$ cat src/rtl/uart_rx_cfg.sv
// UART receiver with parameterised frame format and 16x oversampling.
// Holds one received word (with its error flags) until the consumer accepts it.
module uart_rx_cfg #(
  parameter int C_CLKFREQ   = 100_000_000,
  parameter int C_BAUDRATE  = 115_200,
  parameter int DATA_BITS   = 8,
  parameter int PARITY_MODE = 0,
  parameter int STOP_BITS   = 1
) (
  input  logic                 clk_i,
  input  logic                 rst_i,
  input  logic                 rx_i,
  input  logic                 rx_ready_i,
  output logic [DATA_BITS-1:0] rx_dout_o,
  output logic                 rx_valid_o,
  output logic                 parity_err_o,
  output logic                 frame_err_o,
  output logic                 overrun_o,
  output logic                 rx_active_o
);
  localparam int DIV   = C_CLKFREQ / (C_BAUDRATE * 16);
  localparam int DIV_W = (DIV > 1) ? $clog2(DIV) : 1;
  localparam logic [DIV_W-1:0] DIV_LAST  = DIV_W'(DIV - 1);
  localparam logic [3:0]       DBITS_L   = 4'(DATA_BITS);
  localparam logic [3:0]       STOP_LAST = 4'(STOP_BITS - 1);

  if (DIV < 2 || DATA_BITS < 5 || DATA_BITS > 9 || PARITY_MODE < 0 || PARITY_MODE > 2 ||
      STOP_BITS < 1 || STOP_BITS > 2) begin : g_bad_param
    $error("uart_rx_cfg: illegal parameter combination");
  end

  typedef enum logic [2:0] {S_IDLE, S_START, S_DATA, S_PARITY, S_STOP} state_t;

  state_t               state_q, state_d;
  logic [1:0]           sync_q, sync_d;
  logic                 prev_q, prev_d;
  logic [DIV_W-1:0]     div_q, div_d;
  logic [3:0]           tick_cnt_q, tick_cnt_d;
  logic [1:0]           samp_q, samp_d;
  logic [3:0]           bit_q, bit_d;
  logic [DATA_BITS-1:0] shift_q, shift_d;
  logic                 par_err_q, par_err_d;
  logic                 frm_err_q, frm_err_d;
  logic [DATA_BITS-1:0] dout_q, dout_d;
  logic                 valid_q, valid_d;
  logic                 perr_out_q, perr_out_d;
  logic                 ferr_out_q, ferr_out_d;
  logic                 ovr_q, ovr_d;

  logic rx_s, tick, mid, last, vote, exp_par, complete;

  for (genvar gi = 0; gi < 2; gi++) begin : g_sync
    if (gi == 0) begin : g_first
      assign sync_d[gi] = rx_i;
    end else begin : g_next
      assign sync_d[gi] = sync_q[gi-1];
    end
  end

  assign rx_s    = sync_q[1];
  assign tick    = (state_q != S_IDLE) && (div_q == DIV_LAST);
  assign mid     = tick && (tick_cnt_q == 4'd9);
  assign last    = tick && (tick_cnt_q == 4'd15);
  // Majority of ticks 7, 8 and the live sample at tick 9.
  assign vote    = (samp_q[0] & samp_q[1]) | (samp_q[0] & rx_s) | (samp_q[1] & rx_s);
  assign exp_par = (PARITY_MODE == 2) ? ~(^shift_q) : (^shift_q);

  always_comb begin
    state_d    = state_q;
    prev_d     = rx_s;
    div_d      = div_q;
    tick_cnt_d = tick_cnt_q;
    samp_d     = samp_q;
    bit_d      = bit_q;
    shift_d    = shift_q;
    par_err_d  = par_err_q;
    frm_err_d  = frm_err_q;
    dout_d     = dout_q;
    valid_d    = valid_q;
    perr_out_d = perr_out_q;
    ferr_out_d = ferr_out_q;
    ovr_d      = 1'b0;
    complete   = 1'b0;

    // Counters idle at zero so a new frame always starts from a clean phase.
    if (state_q == S_IDLE) begin
      div_d      = '0;
      tick_cnt_d = 4'd0;
    end else begin
      div_d = tick ? '0 : div_q + 1'b1;
      if (tick) tick_cnt_d = tick_cnt_q + 4'd1;
    end
    if (tick && tick_cnt_q == 4'd7) samp_d[0] = rx_s;
    if (tick && tick_cnt_q == 4'd8) samp_d[1] = rx_s;

    case (state_q)
      S_IDLE: begin
        if (prev_q && !rx_s) begin
          state_d   = S_START;
          bit_d     = 4'd0;
          par_err_d = 1'b0;
          frm_err_d = 1'b0;
        end
      end
      S_START: begin
        if (mid && vote) state_d = S_IDLE;
        else if (last)   state_d = S_DATA;
      end
      S_DATA: begin
        if (mid) begin
          shift_d = {vote, shift_q[DATA_BITS-1:1]};
          bit_d   = bit_q + 4'd1;
        end else if (last && bit_q == DBITS_L) begin
          bit_d   = 4'd0;
          state_d = (PARITY_MODE != 0) ? S_PARITY : S_STOP;
        end
      end
      S_PARITY: begin
        if (mid)       par_err_d = (vote != exp_par);
        else if (last) state_d   = S_STOP;
      end
      S_STOP: begin
        if (mid) begin
          if (!vote) frm_err_d = 1'b1;
          if (bit_q == STOP_LAST) begin
            complete = 1'b1;
            state_d  = S_IDLE;
          end else begin
            bit_d = bit_q + 4'd1;
          end
        end
      end
      default: state_d = S_IDLE;
    endcase

    if (valid_q && rx_ready_i) valid_d = 1'b0;
    // The last stop-bit vote is folded in directly since frm_err_q updates only next cycle.
    if (complete) begin
      if (!valid_q || rx_ready_i) begin
        dout_d     = shift_q;
        perr_out_d = par_err_q;
        ferr_out_d = frm_err_q | ~vote;
        valid_d    = 1'b1;
      end else begin
        ovr_d = 1'b1;
      end
    end
  end

  always_ff @(posedge clk_i or posedge rst_i) begin
    if (rst_i) begin
      state_q    <= S_IDLE;
      sync_q     <= 2'b11;
      prev_q     <= 1'b1;
      div_q      <= '0;
      tick_cnt_q <= 4'd0;
      samp_q     <= 2'b00;
      bit_q      <= 4'd0;
      shift_q    <= '0;
      par_err_q  <= 1'b0;
      frm_err_q  <= 1'b0;
      dout_q     <= '0;
      valid_q    <= 1'b0;
      perr_out_q <= 1'b0;
      ferr_out_q <= 1'b0;
      ovr_q      <= 1'b0;
    end else begin
      state_q    <= state_d;
      sync_q     <= sync_d;
      prev_q     <= prev_d;
      div_q      <= div_d;
      tick_cnt_q <= tick_cnt_d;
      samp_q     <= samp_d;
      bit_q      <= bit_d;
      shift_q    <= shift_d;
      par_err_q  <= par_err_d;
      frm_err_q  <= frm_err_d;
      dout_q     <= dout_d;
      valid_q    <= valid_d;
      perr_out_q <= perr_out_d;
      ferr_out_q <= ferr_out_d;
      ovr_q      <= ovr_d;
    end
  end

  assign rx_dout_o    = dout_q;
  assign rx_valid_o   = valid_q;
  assign parity_err_o = perr_out_q;
  assign frame_err_o  = ferr_out_q;
  assign overrun_o    = ovr_q;
  assign rx_active_o  = (state_q != S_IDLE);
endmodule

$ cat config.mk
export PLATFORM = sky130hd
export DESIGN_NAME = uart_rx_cfg
export DESIGN_NICKNAME = d
export VERILOG_FILES = /design/src/rtl/uart_rx_cfg.sv
export SDC_FILE = /design/constraint.sdc
export NUM_CORES = 1
export LEC_CHECK = 0
export BUFFER_PORTS_ARGS = -buffer_cell sky130_fd_sc_hd__buf_2
export CAP_MARGIN = 20
export CORE_MARGIN = 5
export CORE_UTILIZATION = 40
export DETAILED_ROUTE_END_ITERATION = 8
export PLACE_DENSITY = 0.54
export SLEW_MARGIN = 20
export SYNTH_ARGS = -nofsm -noshare
export SYNTH_HDL_FRONTEND = slang
export SYNTH_SLANG_ARGS = --single-unit
$ cat constraint.sdc
create_clock -name clk_i -period 5.41 [get_ports clk_i]
set_input_delay 0.8115 -clock clk_i [delete_from_list [all_inputs] [get_ports clk_i]]
set_output_delay 0.8115 -clock clk_i [all_outputs]
set_load 0.02 [all_outputs]
==> summary.txt <==
Pwr
  – Pleak: 1.225 nW
  – VDD IR max: 0.0001640 V
  – Tot Pwr: 714.8 uW
  – Pwr Density: 291.0 nW/um^2

CTS
  – CTS Hold Bufs: 0
  – Resized cells post-CTS: 0
  – Skew-Pair Late Insertion Delay: 290 ps
  – Root buffer cell: clkbuf_8
  – Clk buf depth: 2
  – Clock Sink Count: 44
  – CTS tree: yes
  – H-tree depth: 2
  – CTS Buf Count: 5
  – Clk pin slew, worst setup/hold paths: 80 ps
  – Postcts setup bufs: 0

Global routing
  – Vias in the first global route: 1,526
  – First-pass GRT wire length: 7.272 mm
  – Largest net degree at the start of global routing: 45
  – Initial antenna violation count: 0
  – GR Overflow Total: 0
  – Total GRT Usage: 12.62%

Drt
  – Vias/cell: 4.950
  – DRT Wirelength: 4.169 mm
  – Antenna Violating Nets Remaining: 0
  – Initial drt markers: 119
  – Vias: 1,485
  – DRC Markers: 0
  – Total iterations of the first detailed-routing run: 4
  – DR WL/cell: 13.90 um

Flow run
  – Max-cap violations: 0

Place
  – DP Cell Count: 292
  – HPWL Detailed: 2.909 mm
  – Final GP Congestion: 0.7083
  – Pre-CTS WS: 3316 ps
  – Area after DPL: 2335 um^2
  – I/O Buffers: 16

Final layout
  – Final nets: 238
  – Most frequent cells in the layout: nand2_1 (42), dfrtp_1 (41), nor2_1 (16), buf_2 (16), mux2_2 (13)
  – Final core utilization: 45.44%
  – Area grow syn2layout: 12.24%
  – Layout cells sized above 1: 22.81%
  – Final cell count without fillers: 300
  – Ant diodes: 0
  – Final instance area: 2456 um^2
  – Commonest non-fill, non-tap cell in the layout: nand2_1

Synth
  – Area leader, netlist: dfrtp_1
  – Post-synthesis instance area: 2188 um^2
  – Post-Syn Nets: 220
  – Seq/Total Area, Yosys: 50.49%
  – Seq cells post-synth: 44
  – Synth top area cells: dfrtp_1 (47%), nand2_1 (7.2%), mux2_2 (6.7%), xnor2_1 (4.4%), ha_1 (4.0%)
  – Synth cell types: 45
  – Number of synthesized flops with an enable pin: 0
  – Post-synth ARST share: 100.0%
  – Synthesized area per cell: 10.47 um^2
  – Syn. warnings: 0
  – Top-area cell type share of the netlist area: 46.88%
  – Predominant post-synthesis flop cell: dfrtp_1
  – Post-Syn Instances: 209

Timing
  – Post-route setup slack: 3007 ps
  – FMAX: 416.2 MHz
  – Tcrit/Tclk final: 44.41%
  – Max-slew headroom: 38.37%
  – WHS: 360.2 ps
  – Fin crit period: 2403 ps
  – Clk_skew: 6.503 ps
  – RSZ-0062 raised after global routing: false
  – Final setup vio count: 0
  – Final hold viol count: 0
  – Fin. max-slew vios: 0
  – Total negative setup slack: 0 ps
  – Worst slew pin tran: 923.1 ps

Worst setup path
  – Worst Path Arrival: 1590 ps
  – Worst Setup Path Type: reg -> out
  – Crit Path Max Fanout: 9
  – CP Data Required Time: 4600 ps
  – Crit path launch type: flop
  – Setup crit end kind: output port

Floorplan
  – Row count: 27
  – Die Ht: 83.97 um
  – Die Wd: 83.97 um
  – I/O pin count: 17
  – Die area: 7050 um^2
  – Initial core utilization: 40.49%
  – Core area: 5405 um^2

Run status
  – Status: complete, no violations

Hold path
  – Worst min-delay path category: reg -> reg
## final cells by class
| type | instances | area (um^2) |
|---|---|---|
| clock buffer | 6 | 82.58 |
| sequential | 44 | 1105 |
| fill | 552 | 2949 |
| inverter | 9 | 33.78 |
| multi-input combinational | 151 | 1026 |
| tap | 72 | 90.09 |
| clock inverter | 2 | 38.79 |
| timing repair buffer | 16 | 80.08 |
## layer usage
metal  track usage [%]  vias up  wire length (um)
met5                 0        -                 0
li1                  -      753                 -
met2             19.96       32              1886
met3             2.665        2               141
met1             17.52      698              2114
met4             3.509        0                27
## cells in the mapped netlist, drive strengths merged, types with 2 or more instances
library cell and number:
nand4 5, o21ai 4, dfstp 3, xnor2 11
dfrtp 41, nor3 6, nor4 2, and4 2
inv 9, nor2 17, a21oi 6, xor2 4
ha 7, o41ai 2, mux2 13, nand2 42
nand2b 4, o31ai 3, nand3 4, nand3b 3
mux2i 2, buf 4
## registers in the layout (all words and copies together), names as in the netlist
name / count
parity_err_o: 1
sync_q: 2
samp_q: 2
prev_q: 1
frm_err_q: 1
rx_dout_o: 8
bit_q: 4
overrun_o: 1
frame_err_o: 1
state_q: 3
tick_cnt_q: 4
div_q: 6
rx_valid_o: 1
par_err_q: 1
shift_q: 8
## cells by family after synthesis
group                    count (synthesis)  synth area share [%]
AND/OR/NAND/NOR                         91                 21.73
flip-flops                              44                 50.49
AO/OA/AOI/OAI                           22                 7.090
XOR/XNOR                                15                 6.003
multiplexers                            15                 7.604
buffers and inverters                   14                 2.630
adder cells (fa/ha/maj)                  8                 4.460
## where the power goes
part / total [mW] / leakage [nW] / switching, mW / internal, mW
combinational: 0.0712 / 0.570 / 0.0427 / 0.0285
sequential: 0.377 / 0.594 / 0.0274 / 0.350
clock: 0.267 / 0.0614 / 0.115 / 0.151
## worst max-delay path, stage by stage, from the launching register on
cell and delay [ps]:
dfrtp_1 490, nor3_2 470, inv_1 150, buf_2 190
## path summary, 6_finish.rpt
path | cells past startpoint | to | startpoint | slack, ps
setup / recovery | 3 | rx_active_o | state_q[2] | 3010
hold / removal | 0 | sync_q[1] | sync_q[0] | 360
setup reg to reg | 7 | bit_q[0] | bit_q[0] | 3350
hold reg to reg | 0 | sync_q[1] | sync_q[0] | 360
max in group asynchronous | 2 | bit_q[0] | rst_i | 4120
min in group asynchronous | 2 | div_q[3] | rst_i | 710
Power figures use the tool's default switching activity.
